===== src/rtl/top_pkg.sv =====
// Shared types and helpers for the multi-bank ping-pong buffer.
package top_pkg;

    localparam int TOP_CHUNK_SIZE = 1;

    typedef enum logic [1:0] {
        EMPTY,
        FILLING,
        FULL,
        DRAINING
    } bank_state_t;

    // A replay count of 0 still drains the bank once; oversize requests saturate.
    function automatic int unsigned clamp_passes(input int unsigned cfg, input int unsigned max_passes);
        if (cfg == 0) return 1;
        if (cfg > max_passes) return max_passes;
        return cfg;
    endfunction

endpackage


===== src/rtl/pp_bank_ram.sv =====
// Simple dual-port bank RAM: one write port, one registered read port (1-cycle latency).
module pp_bank_ram #(
    parameter int DEPTH  = 16,
    parameter int DATA_W = 32
) (
    input  logic                     clk,
    input  logic                     wr_en,
    input  logic [$clog2(DEPTH)-1:0] wr_addr,
    input  logic [DATA_W-1:0]        wr_data,
    input  logic                     rd_en,
    input  logic [$clog2(DEPTH)-1:0] rd_addr,
    output logic [DATA_W-1:0]        rd_data
);

    logic [DATA_W-1:0] mem [DEPTH];
    logic [DATA_W-1:0] rd_data_q;

    // NOTE: storage has no reset; a bank is always rewritten before it is read, and a reset would block RAM inference.
    always_ff @(posedge clk) begin
        if (wr_en) mem[wr_addr] <= wr_data;
        if (rd_en) rd_data_q <= mem[rd_addr];
    end

    assign rd_data = rd_data_q;

endmodule


===== src/rtl/multi_bank_pp_buffer.sv =====
// N-bank ping-pong buffer: serialises wide producer beats into bank RAMs and replays each full bank to the consumer.
module multi_bank_pp_buffer
    import top_pkg::*;
#(
    parameter int WIDTH         = 16,
    parameter int CHUNK_SIZE    = TOP_CHUNK_SIZE,
    parameter int NUM_CORES_A   = 2,
    parameter int NUM_CORES_B   = 1,
    parameter int TOTAL_MODULES = 4,
    parameter int DEPTH         = 16,
    parameter int NUM_BANKS     = 2,
    parameter int MAX_PASSES    = 4,
    localparam int MODULE_WIDTH = WIDTH * CHUNK_SIZE * NUM_CORES_A * NUM_CORES_B,
    localparam int IN_WIDTH     = MODULE_WIDTH * TOTAL_MODULES,
    localparam int ADDR_WIDTH   = $clog2(DEPTH),
    localparam int BANK_W       = $clog2(NUM_BANKS),
    localparam int PASS_W       = $clog2(MAX_PASSES + 1)
) (
    input  logic                    clk,
    input  logic                    rst_n,
    input  logic                    wr_valid,
    output logic                    wr_ready,
    input  logic [IN_WIDTH-1:0]     wr_data,
    input  logic [PASS_W-1:0]       cfg_passes,
    output logic                    rd_valid,
    input  logic                    rd_ready,
    output logic [MODULE_WIDTH-1:0] rd_data,
    output logic [ADDR_WIDTH-1:0]   rd_addr,
    output logic [PASS_W-1:0]       rd_pass,
    output logic                    rd_last,
    output logic [BANK_W-1:0]       active_bank_wr,
    output logic [BANK_W-1:0]       active_bank_rd,
    output logic [BANK_W:0]         banks_full
);

    localparam int SER_W = (TOTAL_MODULES > 1) ? $clog2(TOTAL_MODULES) : 1;

    typedef struct packed {
        logic [ADDR_WIDTH-1:0] addr;
        logic [PASS_W-1:0]     pass;
        logic                  last;
    } rd_meta_t;

    typedef struct packed {
        logic [MODULE_WIDTH-1:0] data;
        rd_meta_t                meta;
    } rd_word_t;

    function automatic logic [BANK_W-1:0] next_bank(input logic [BANK_W-1:0] b);
        return (b == BANK_W'(NUM_BANKS - 1)) ? '0 : b + BANK_W'(1);
    endfunction

    bank_state_t             bank_state_q [NUM_BANKS], bank_state_d [NUM_BANKS];
    logic [PASS_W-1:0]       bank_passes_q [NUM_BANKS], bank_passes_d [NUM_BANKS];
    logic [IN_WIDTH-1:0]     beat_q, beat_d;
    logic                    ser_busy_q, ser_busy_d;
    logic [SER_W-1:0]        ser_idx_q, ser_idx_d;
    logic [ADDR_WIDTH-1:0]   wr_ptr_q, wr_ptr_d;
    logic [BANK_W-1:0]       wr_bank_q, wr_bank_d;
    logic                    iss_active_q, iss_active_d;
    logic [ADDR_WIDTH-1:0]   iss_addr_q, iss_addr_d;
    logic [PASS_W-1:0]       iss_pass_q, iss_pass_d;
    logic [BANK_W-1:0]       iss_bank_q, iss_bank_d;
    logic [BANK_W-1:0]       rd_bank_q, rd_bank_d;
    logic                    pend_valid_q, pend_valid_d;
    rd_meta_t                pend_q, pend_d;
    logic [BANK_W-1:0]       pend_bank_q, pend_bank_d;
    rd_word_t                skid_q [2], skid_d [2];
    logic [1:0]              skid_cnt_q, skid_cnt_d;

    logic                    wr_accept, issue, pop, last_pop;
    logic [2:0]              occupancy;
    logic [PASS_W-1:0]       cur_passes;
    logic [MODULE_WIDTH-1:0] ram_wdata;
    logic [MODULE_WIDTH-1:0] ram_rdata [NUM_BANKS];
    rd_word_t                push_word;

    assign wr_ready  = rst_n && !ser_busy_q &&
                       (bank_state_q[wr_bank_q] == EMPTY || bank_state_q[wr_bank_q] == FILLING);
    assign wr_accept = wr_valid && wr_ready;
    assign ram_wdata = beat_q[ser_idx_q * MODULE_WIDTH +: MODULE_WIDTH];

    assign pop        = (skid_cnt_q != 2'd0) && rd_ready;
    assign last_pop   = pop && skid_q[0].meta.last;
    // Reserve a skid slot for the read already in flight so the buffer can never overflow.
    assign occupancy  = 3'(skid_cnt_q) + 3'(pend_valid_q) - 3'(pop);
    assign cur_passes = bank_passes_q[iss_bank_q];
    assign issue      = (occupancy <= 3'd1) &&
                        (iss_active_q || bank_state_q[iss_bank_q] == FULL);
    assign push_word  = '{data: ram_rdata[pend_bank_q], meta: pend_q};

    // NOTE: every variable gets its hold value first so no path through this block infers a latch.
    always_comb begin
        bank_state_d  = bank_state_q;
        bank_passes_d = bank_passes_q;
        beat_d        = beat_q;
        ser_busy_d    = ser_busy_q;
        ser_idx_d     = ser_idx_q;
        wr_ptr_d      = wr_ptr_q;
        wr_bank_d     = wr_bank_q;
        iss_active_d  = iss_active_q;
        iss_addr_d    = iss_addr_q;
        iss_pass_d    = iss_pass_q;
        iss_bank_d    = iss_bank_q;
        rd_bank_d     = rd_bank_q;
        pend_valid_d  = issue;
        pend_d        = pend_q;
        pend_bank_d   = pend_bank_q;
        skid_d        = skid_q;
        skid_cnt_d    = skid_cnt_q;

        if (wr_accept) begin
            beat_d     = wr_data;
            ser_busy_d = 1'b1;
            ser_idx_d  = '0;
            if (bank_state_q[wr_bank_q] == EMPTY) bank_state_d[wr_bank_q] = FILLING;
        end

        if (ser_busy_q) begin
            ser_idx_d = ser_idx_q + SER_W'(1);
            if (ser_idx_q == SER_W'(TOTAL_MODULES - 1)) ser_busy_d = 1'b0;
            if (wr_ptr_q == ADDR_WIDTH'(DEPTH - 1)) begin
                wr_ptr_d                 = '0;
                bank_state_d[wr_bank_q]  = FULL;
                bank_passes_d[wr_bank_q] = PASS_W'(clamp_passes(32'(cfg_passes), MAX_PASSES));
                wr_bank_d                = next_bank(wr_bank_q);
            end else begin
                wr_ptr_d = wr_ptr_q + ADDR_WIDTH'(1);
            end
        end

        if (issue) begin
            if (!iss_active_q) bank_state_d[iss_bank_q] = DRAINING;
            iss_active_d = 1'b1;
            pend_bank_d  = iss_bank_q;
            pend_d       = '{addr: iss_addr_q, pass: iss_pass_q,
                             last: (iss_addr_q == ADDR_WIDTH'(DEPTH - 1)) &&
                                   (iss_pass_q == cur_passes - PASS_W'(1))};
            if (iss_addr_q == ADDR_WIDTH'(DEPTH - 1)) begin
                iss_addr_d = '0;
                if (iss_pass_q == cur_passes - PASS_W'(1)) begin
                    iss_pass_d   = '0;
                    iss_active_d = 1'b0;
                    iss_bank_d   = next_bank(iss_bank_q);
                end else begin
                    iss_pass_d = iss_pass_q + PASS_W'(1);
                end
            end else begin
                iss_addr_d = iss_addr_q + ADDR_WIDTH'(1);
            end
        end

        case ({pend_valid_q, pop})
            2'b01: begin
                skid_d[0]  = skid_q[1];
                skid_cnt_d = skid_cnt_q - 2'd1;
            end
            2'b10: begin
                if (skid_cnt_q == 2'd0) skid_d[0] = push_word;
                else                    skid_d[1] = push_word;
                skid_cnt_d = skid_cnt_q + 2'd1;
            end
            2'b11: begin
                if (skid_cnt_q == 2'd1) begin
                    skid_d[0] = push_word;
                end else begin
                    skid_d[0] = skid_q[1];
                    skid_d[1] = push_word;
                end
            end
            default: ;
        endcase

        if (last_pop) begin
            bank_state_d[rd_bank_q] = EMPTY;
            rd_bank_d               = next_bank(rd_bank_q);
        end
    end

    // NOTE: state registers use non-blocking assignment so every flop samples pre-edge values.
    always_ff @(posedge clk or negedge rst_n) begin
        if (!rst_n) begin
            bank_state_q  <= '{default: EMPTY};
            bank_passes_q <= '{default: '0};
            beat_q        <= '0;
            ser_busy_q    <= 1'b0;
            ser_idx_q     <= '0;
            wr_ptr_q      <= '0;
            wr_bank_q     <= '0;
            iss_active_q  <= 1'b0;
            iss_addr_q    <= '0;
            iss_pass_q    <= '0;
            iss_bank_q    <= '0;
            rd_bank_q     <= '0;
            pend_valid_q  <= 1'b0;
            pend_q        <= '0;
            pend_bank_q   <= '0;
            skid_q        <= '{default: '0};
            skid_cnt_q    <= '0;
        end else begin
            bank_state_q  <= bank_state_d;
            bank_passes_q <= bank_passes_d;
            beat_q        <= beat_d;
            ser_busy_q    <= ser_busy_d;
            ser_idx_q     <= ser_idx_d;
            wr_ptr_q      <= wr_ptr_d;
            wr_bank_q     <= wr_bank_d;
            iss_active_q  <= iss_active_d;
            iss_addr_q    <= iss_addr_d;
            iss_pass_q    <= iss_pass_d;
            iss_bank_q    <= iss_bank_d;
            rd_bank_q     <= rd_bank_d;
            pend_valid_q  <= pend_valid_d;
            pend_q        <= pend_d;
            pend_bank_q   <= pend_bank_d;
            skid_q        <= skid_d;
            skid_cnt_q    <= skid_cnt_d;
        end
    end

    for (genvar b = 0; b < NUM_BANKS; b++) begin : g_bank
        pp_bank_ram #(
            .DEPTH  (DEPTH),
            .DATA_W (MODULE_WIDTH)
        ) u_ram (
            .clk     (clk),
            .wr_en   (ser_busy_q && (wr_bank_q == BANK_W'(b))),
            .wr_addr (wr_ptr_q),
            .wr_data (ram_wdata),
            .rd_en   (issue && (iss_bank_q == BANK_W'(b))),
            .rd_addr (iss_addr_q),
            .rd_data (ram_rdata[b])
        );
    end

    always_comb begin
        banks_full = '0;
        for (int i = 0; i < NUM_BANKS; i++) begin
            if (bank_state_q[i] == FULL || bank_state_q[i] == DRAINING)
                banks_full = banks_full + (BANK_W + 1)'(1);
        end
    end

    assign rd_valid       = (skid_cnt_q != 2'd0);
    assign rd_data        = skid_q[0].data;
    assign rd_addr        = skid_q[0].meta.addr;
    assign rd_pass        = skid_q[0].meta.pass;
    assign rd_last        = skid_q[0].meta.last && rd_valid;
    assign active_bank_wr = wr_bank_q;
    assign active_bank_rd = rd_bank_q;

endmodule


===== config.mk =====
export PLATFORM = sky130hd
export DESIGN_NAME = multi_bank_pp_buffer
export DESIGN_NICKNAME = d
export VERILOG_FILES = /design/src/rtl/top_pkg.sv /design/src/rtl/pp_bank_ram.sv /design/src/rtl/multi_bank_pp_buffer.sv
export SDC_FILE = /design/constraint.sdc
export NUM_CORES = 1
export LEC_CHECK = 0
export ABC_CLOCK_PERIOD_IN_PS = 6800
export CAP_MARGIN = 25
export CORE_AREA = 2 2 286 288
export DETAILED_ROUTE_END_ITERATION = 8
export DIE_AREA = 0 0 288 290
export DONT_BUFFER_PORTS = 1
export GPL_ROUTABILITY_DRIVEN = 1
export PLACE_DENSITY = 0.81
export SETUP_SLACK_MARGIN = 0.2
export SYNTH_ARGS = -nofsm -noshare
export SYNTH_HDL_FRONTEND = slang
export SYNTH_HIERARCHICAL = 1
export SYNTH_SLANG_ARGS = --single-unit

===== constraint.sdc =====
create_clock -name clk -period 6.8 [get_ports clk]
set_input_delay 1.7 -clock clk [delete_from_list [all_inputs] [get_ports clk]]
set_output_delay 1.7 -clock clk [all_outputs]
set_load 0.01 [all_outputs]

Word-level counts from Yosys, hierarchy flattened
Memory sizes are Yosys's and may differ from the RTL's. A register that Yosys moved wholly into a read port is not among the register bits.
Index checks and enable logic that the tools add are counted.
{"block": "word_totals", "ram_bits": 1024, "n_memories": 2, "mem_bits_ro": 0, "register_bits": 248, "latch_bits": 0, "input_bits": 135}
{"block": "op_classes", "order_cmp": 9, "mux": 67, "n_eq_ne": 17, "n_mul": 0, "bitwise": 15, "shift": 1, "add_sub_neg": 13, "n_div": 0, "reduce_logical": 33}
{"name": "g_bank[0].u_ram.mem", "words": 16, "width": 32, "rd": 1, "rd_clocked_by_memory_dff": 1, "write_ports": 1, "line": "pp_bank_ram.sv:15", "rtl": "logic [DATA_W-1:0] mem [DEPTH];"}
{"name": "g_bank[1].u_ram.mem", "words": 16, "width": 32, "rd": 1, "rd_clocked_by_memory_dff": 1, "write_ports": 1, "line": "pp_bank_ram.sv:15"}
{"operator": "$mux 40", "count": 4}
{"operator": "$shiftx 128x8->32", "count": 1}
{"operator": "$pmux 40 s3", "count": 1}
{"operator": "$mux 32", "count": 3}
{"operator": "$pmux 40 s2", "count": 1}
{"operator": "$mux 4", "count": 9}
{"operator": "$mux 3", "count": 10}
{"operator": "$mux 2", "count": 12}
{"operator": "$mux 1", "count": 21}
{"operator": "$eq 2x2->1 const B", "count": 8}
{"operator": "$logic_and 1x1->1", "count": 15}
{"operator": "$add 4x1->4 const B", "count": 2}
{"operator": "$eq 4x4->1 const B", "count": 2}
{"operator": "$ge 2x2->1 const B", "count": 4}
{"operator": "$not 1->2", "count": 4}
{"operator": "$reduce_bool 2->1", "count": 4}
{"operator": "$add 2x1->2 const B", "count": 3}
{"operator": "$bwmux 6", "count": 1}
{"operator": "$demux 2 s1", "count": 3}
{"operator": "$eq 2x1->1 const B", "count": 3}
{"operator": "$lt 2x1->1 const B", "count": 3}
{"operator": "$ne 2x2->1 const B", "count": 3}
{"operator": "$reduce_and 2->1", "count": 3}
{"operator": "$reduce_and 3->1", "count": 2}
{"operator": "23 further kinds", "count": 33}

Longest topological paths before layout
{"block": "depth", "depth_word": 17, "depth_mapped": 12, "ltp_nobuf": 11}

Modules after synthesis
Netlist, hierarchy kept.
{"module": "pp_bank_ram (g_bank[0].u_ram)", "cells_each": 838, "n_inst": 1, "area_each_um2": 20156.8, "seq_area_each_um2": 16335.7}
{"module": "pp_bank_ram (g_bank[1].u_ram)", "cells_each": 838, "n_inst": 1, "area_each_um2": 20155.6, "seq_area_each_um2": 16335.7}
{"module": "multi_bank_pp_buffer", "cells_each": 860, "n_inst": 1, "area_each_um2": 11642.4, "seq_area_each_um2": 6206.0}

Worst setup path after synthesis
No wires, ideal clock.
{"block": "synth_path", "path_kind": "input-to-reg", "startpoint": "input rd_ready", "endpoint": "register g_bank[0].u_ram.rd_data_q[0], read port of g_bank[0].u_ram.mem, enable pin", "cell_stages": 8, "setup_slack_ns": 1.707, "n_path_buf": 1, "arrival_ns": 4.671, "cell_sequence": "and2b_1 > xnor2_1 > ha_1 > fa_1 > xnor2_1 > or3_1 > clkbuf_1 > nor2_1"}
{"block": "synth_via", "elab_chain_len": 5}
{"item": "from (decl)", "line": "multi_bank_pp_buffer.sv:26", "rtl": "input logic rd_ready,"}
{"item": "$logic_and 1x1->1", "line": "multi_bank_pp_buffer.sv:83", "rtl": "assign pop = (skid_cnt_q != 2'd0) && rd_ready;"}
{"item": "$sub 3x1->3", "line": "multi_bank_pp_buffer.sv:86", "rtl": "assign occupancy = 3'(skid_cnt_q) + 3'(pend_valid_q) - 3'(pop);"}
{"item": "$le 3x1->1", "line": "multi_bank_pp_buffer.sv:88", "rtl": "assign issue = (occupancy <= 3'd1) &&"}
{"item": "$logic_and 1x1->1", "line": "multi_bank_pp_buffer.sv:88"}
{"item": "$logic_and 1x1->1", "line": "multi_bank_pp_buffer.sv:230", "rtl": ".rd_en (issue && (iss_bank_q == BANK_W'(b))),"}
{"item": "to (decl)", "line": "pp_bank_ram.sv:16", "rtl": "logic [DATA_W-1:0] rd_data_q;"}
No other way between the ends.
A chain may end at the register's enable or synchronous reset.

Worst setup path after layout
{"block": "layout_path", "startpoint": "input rd_ready", "endpoint": "register g_bank[1].u_ram.rd_data_q[8], read port of g_bank[1].u_ram.mem, enable pin"}
{"block": "layout_via", "elab_chain_len": 5}
{"item": "$logic_and 1x1->1", "line": "multi_bank_pp_buffer.sv:83"}
{"item": "$sub 3x1->3", "line": "multi_bank_pp_buffer.sv:86"}
{"item": "$le 3x1->1", "line": "multi_bank_pp_buffer.sv:88"}
{"item": "$logic_and 1x1->1", "line": "multi_bank_pp_buffer.sv:88"}
{"item": "$logic_and 1x1->1", "line": "multi_bank_pp_buffer.sv:230"}
{"item": "to (decl)", "line": "pp_bank_ram.sv:16"}
No other way between the ends.

==> results_dict.tcl <==
set metrics [dict create \
    outcome "completed" \
    power_switching_uw 9460 \
    worst_hold_path.num_cells 2 \
    final-max-slew-violation-count 0 \
    max_freq_mhz 226 \
    n_fill_cell 4272 \
    floorplan.die_area_um2 83500 \
    reg2reg_slack_ns 2.43 \
    detail_route.wirelength_um 128000 \
    synth_seq_cells 1336 \
    final_antenna_net_count 0 \
    drt-initial-drc-count 3880 \
    worst-path-max-fanout 33 \
    power.static_leakage_uw 0.0194 \
    dr.pass1.iters 5 \
    detail_route.drc_violations 0 \
    setup.worst_path.start_class "primary input" \
    post_synthesis_net_count 2682 \
    crit_slowest_cell "sky130_fd_sc_hd__and2_2" \
    synth_ff_type "sky130_fd_sc_hd__edfxtp_1" \
    critical_path.cell_chain "and2b_1, xnor2_1, ha_1, fa_1, or3_1, inv_1, and2_2" \
    reg2reg_from "skid_cnt_q[1]" \
    maxSlewHeadroom_pct 22.2 \
    port_buffers 0 \
    power_report.internal_total_uw 19600 \
    grt_first_pass_wirelength_um 185000 \
    endpoint_kind "flip-flop" \
    cts_made_buffers 130 \
    postCtsHoldBufs 0 \
    cts.repair.resized 0 \
    ctsRootBufferMaster "sky130_fd_sc_hd__clkbuf_16" \
    layout-drive-gt1-share_pct 29.0 \
    critical-path-top-delay-family "simple AND/OR/NAND/NOR gates" \
    min-delay-path-class "reg -> reg" \
    post-route-period-util_pct 65.1 \
    layout_min_cycle_time_ns 4.43 \
    via_count 26000 \
    worst_setup_margin_ns 2.37 \
    share_of_power_burned_in_registers_pct 45.8 \
    detailedPlacementHpwl_um 63300 \
    worst_skew_pair_latency_ns 0.73 \
    met1_usage_pct 40.1 \
    hold_path.startpoint "bank_state_q[0]" \
    whs_ns 0.502 \
    rows 104 \
    cts-htree-levels 4 \
    die_width_um 288 \
    synth_area_per_cell_um2 20.5 \
    placed_cell_area_um2 53100 \
    power_frac_clock_pct 24.6 \
    power.share.switching_pct 32.5 \
    worst-slew-pin-transition_ns 1.17 \
    synth.lib_cells_used.distinct 47 \
    holdPathEnd "bank_state_q[0]" \
    comb_power_share_pct 29.6 \
    count_of_buffering_cells_on_the_critical_path_with_inverters_included 1 \
    max_cap_viol_count 0 \
    avgViaCountPerCell 7.00 \
    grt-busiest-layer "met2" \
    synth-edff-count 1088 \
    setup_violations 0 \
    gr-usage-met3_pct 8.03 \
    core_um2 80200 \
    critical_path.reg2reg.endpoint "g_bank[1].u_ram/rd_data[8]" \
    cp_data_arrival_time_ns 4.75 \
    die_span_in_y_um 290 \
    p_per_cell_area_nw_per_um2 507 \
    critPathMaxStageDelay_ns 0.90 \
    synthCells 2536 \
    synthesis.area_um2 52000 \
    io-pin-count 181 \
    timing_worst_setup_path_type "in -> reg" \
    vdd.ir_drop.worst_uv 337 \
    globalRouteOverflowTotal 0 \
    layout_commonest_cell "sky130_fd_sc_hd__edfxtp_1" \
    ys_seq_area_share_pct 74.8 \
    cp.required_ns 7.12 \
    power_uw 29100 \
    cts_post_setup_buffers_inserted 0 \
    max-clock-path-buffers 3 \
    routedWlPerCell_um 34.4 \
    vias_in_the_first_global_route 27500 \
    fin_area_um2 57400 \
    clock_input_transition_at_the_sequential_cells_of_the_worst_setup_and_hold_paths_ns 0.06 \
    finalSetupTns_ns 0 \
    grt_use_total_pct 31.2 \
    reg2reg_depth 9 \
    floorplan.initialDensity_pct 64.8 \
    globalplace.congestion 0.815 \
    synthesis.yosys.warnings 6 \
    async_reset_ff_share_pct 18.6 \
    grtUsageMet2_pct 51.0 \
    final_cell_mix "sky130_fd_sc_hd__edfxtp_1, sky130_fd_sc_hd__mux4_2, sky130_fd_sc_hd__dfrtp_1, sky130_fd_sc_hd__a22oi_1, sky130_fd_sc_hd__clkbuf_16" \
    setup_repair_after_global_routing_missed_its_margin "no" \
    fin_clk_skew_ns 0.0291 \
    cts_tree "done" \
    finish.net_count 2691 \
    area_growth_syn_to_layout_pct 10.4 \
    antenna_found_initial 8 \
    hold_viol_final 0 \
    cts_sinks 1336 \
    grt_start_max_net_pins 251 \
    worst_setup_slack_post_dpl_ns 1.72 \
]
==> Yosys cell counts (6+ instances only) <==
cell type,number,area [um^2]
sky130_fd_sc_hd__a2bb2oi_1,12,105
sky130_fd_sc_hd__a21oi_1,55,275
sky130_fd_sc_hd__o21ai_0,10,50.1
sky130_fd_sc_hd__edfxtp_1,1088,32700
sky130_fd_sc_hd__nand2_1,109,409
sky130_fd_sc_hd__dfrtp_1,248,6210
sky130_fd_sc_hd__buf_4,57,428
sky130_fd_sc_hd__nand3_1,7,35.0
sky130_fd_sc_hd__buf_6,9,101
sky130_fd_sc_hd__clkbuf_1,57,214
sky130_fd_sc_hd__nand2b_1,6,37.5
sky130_fd_sc_hd__nor2_1,90,338
sky130_fd_sc_hd__ha_1,10,125
sky130_fd_sc_hd__mux2i_1,16,160
sky130_fd_sc_hd__buf_2,37,185
sky130_fd_sc_hd__mux2_2,118,1330
sky130_fd_sc_hd__xnor2_1,11,96.3
sky130_fd_sc_hd__nor2b_1,6,37.5
sky130_fd_sc_hd__buf_1,21,78.8
sky130_fd_sc_hd__inv_1,7,26.3
sky130_fd_sc_hd__mux4_2,288,6490
sky130_fd_sc_hd__and2_1,6,37.5
sky130_fd_sc_hd__mux2_4,67,1010
sky130_fd_sc_hd__nor3_1,10,50.1
sky130_fd_sc_hd__a22oi_1,156,1170
==> layout make-up <==
| cell class | count | area [um^2] | area share [%] |
|---|---|---|---|
| diodes | 9 | 22.5 | 0.0393 |
| clock buffers | 182 | 3760 | 6.55 |
| clock inverters | 49 | 449 | 0.783 |
| inverters | 7 | 26.3 | 0.0458 |
| multi-input cells | 1012 | 12400 | 21.6 |
| flip-flops and latches | 1336 | 38900 | 67.8 |
| well taps | 1060 | 1330 | 2.31 |
| repair buffers | 58 | 531 | 0.925 |
==> registers in the layout, summed over array words and instances, names as in the netlist, 2 cells and up <==
register and cells:
g_bank.u_ram/mem 1024, beat_q 128, g_bank.u_ram/rd_data 64, skid_q 41, rd_data 32, pend_q 8, bank_passes_q 6, bank_state_q 4
iss_addr_q 4, rd_addr 4, wr_ptr_q 4, iss_pass_q 3, rd_pass 3, ser_idx_q 2, skid_cnt_q 2
==> worst reg2reg max path: stages, from the launching register on <==
cell	delay, ns
sky130_fd_sc_hd__dfrtp_1	0.40
sky130_fd_sc_hd__inv_1	0.14
sky130_fd_sc_hd__ha_1	0.31
sky130_fd_sc_hd__and2b_1	0.30
sky130_fd_sc_hd__xnor2_1	0.16
sky130_fd_sc_hd__ha_1	0.20
sky130_fd_sc_hd__fa_1	0.45
sky130_fd_sc_hd__or3_1	0.62
sky130_fd_sc_hd__inv_1	0.43
sky130_fd_sc_hd__and2_2	0.90
==> worst max path at each step <==
stage / start / endpoint / slack [ns] / cells after the start
2_1_floorplan: rd_ready / g_bank[0].u_ram/rd_data[0] / 1.71 / 8
3_3_place_gp: rd_ready / g_bank[1].u_ram/rd_data[10] / 1.75 / 8
3_5_place_dp: rd_ready / g_bank[1].u_ram/rd_data[5] / 1.72 / 7
4_1_cts: rd_ready / g_bank[1].u_ram/rd_data[24] / 2.47 / 7
5_1_grt: skid_cnt_q[1] / g_bank[1].u_ram/rd_data[6] / 2.14 / 10
6_report: rd_ready / g_bank[1].u_ram/rd_data[8] / 2.37 / 7
==> power groups by stage <==
stage / sequential, uW / clock [uW] / combinational [uW]
after floorplan: 12800 / 0 / 6150
after global placement: 13300 / 0 / 7760
after detailed placement: 13400 / 0 / 8230
after CTS: 13300 / 7190 / 8420
after global routing: 13400 / 7500 / 9130
final: 13300 / 7160 / 8620
==> logic make-up (layout without fill, tap and decap cells) <==
family,after synthesis,after routing,share of synthesized area [%]
AO/OA/AOI/OAI,246,246,3.28
XOR/XNOR,14,14,0.236
adder cells (fa/ha/maj),11,11,0.279
buffers and inverters,188,296,1.99
flip-flops,1336,1336,74.8
multiplexers,489,489,17.3
other,0,9,0
AND/OR/NAND/NOR,252,252,2.10
==> metrics by stage <==
stage	utilization [%]	instances
finish	71.6	3713
detailed placement	66.2	3470
global placement	66.2	3468
CTS	71.5	3701
global route	71.6	3711
floorplan	-	2536
==> per-layer routing <==
| metal | vias up | share of wire (%) |
|---|---|---|
| li1 | 10200 | - |
| met1 | 13600 | 34 |
| met2 | 1799 | 52 |
| met3 | 354 | 10 |
| met4 | 2 | 4.1 |
| met5 | - | 0.0094 |
(Power assumes the default switching activity.)
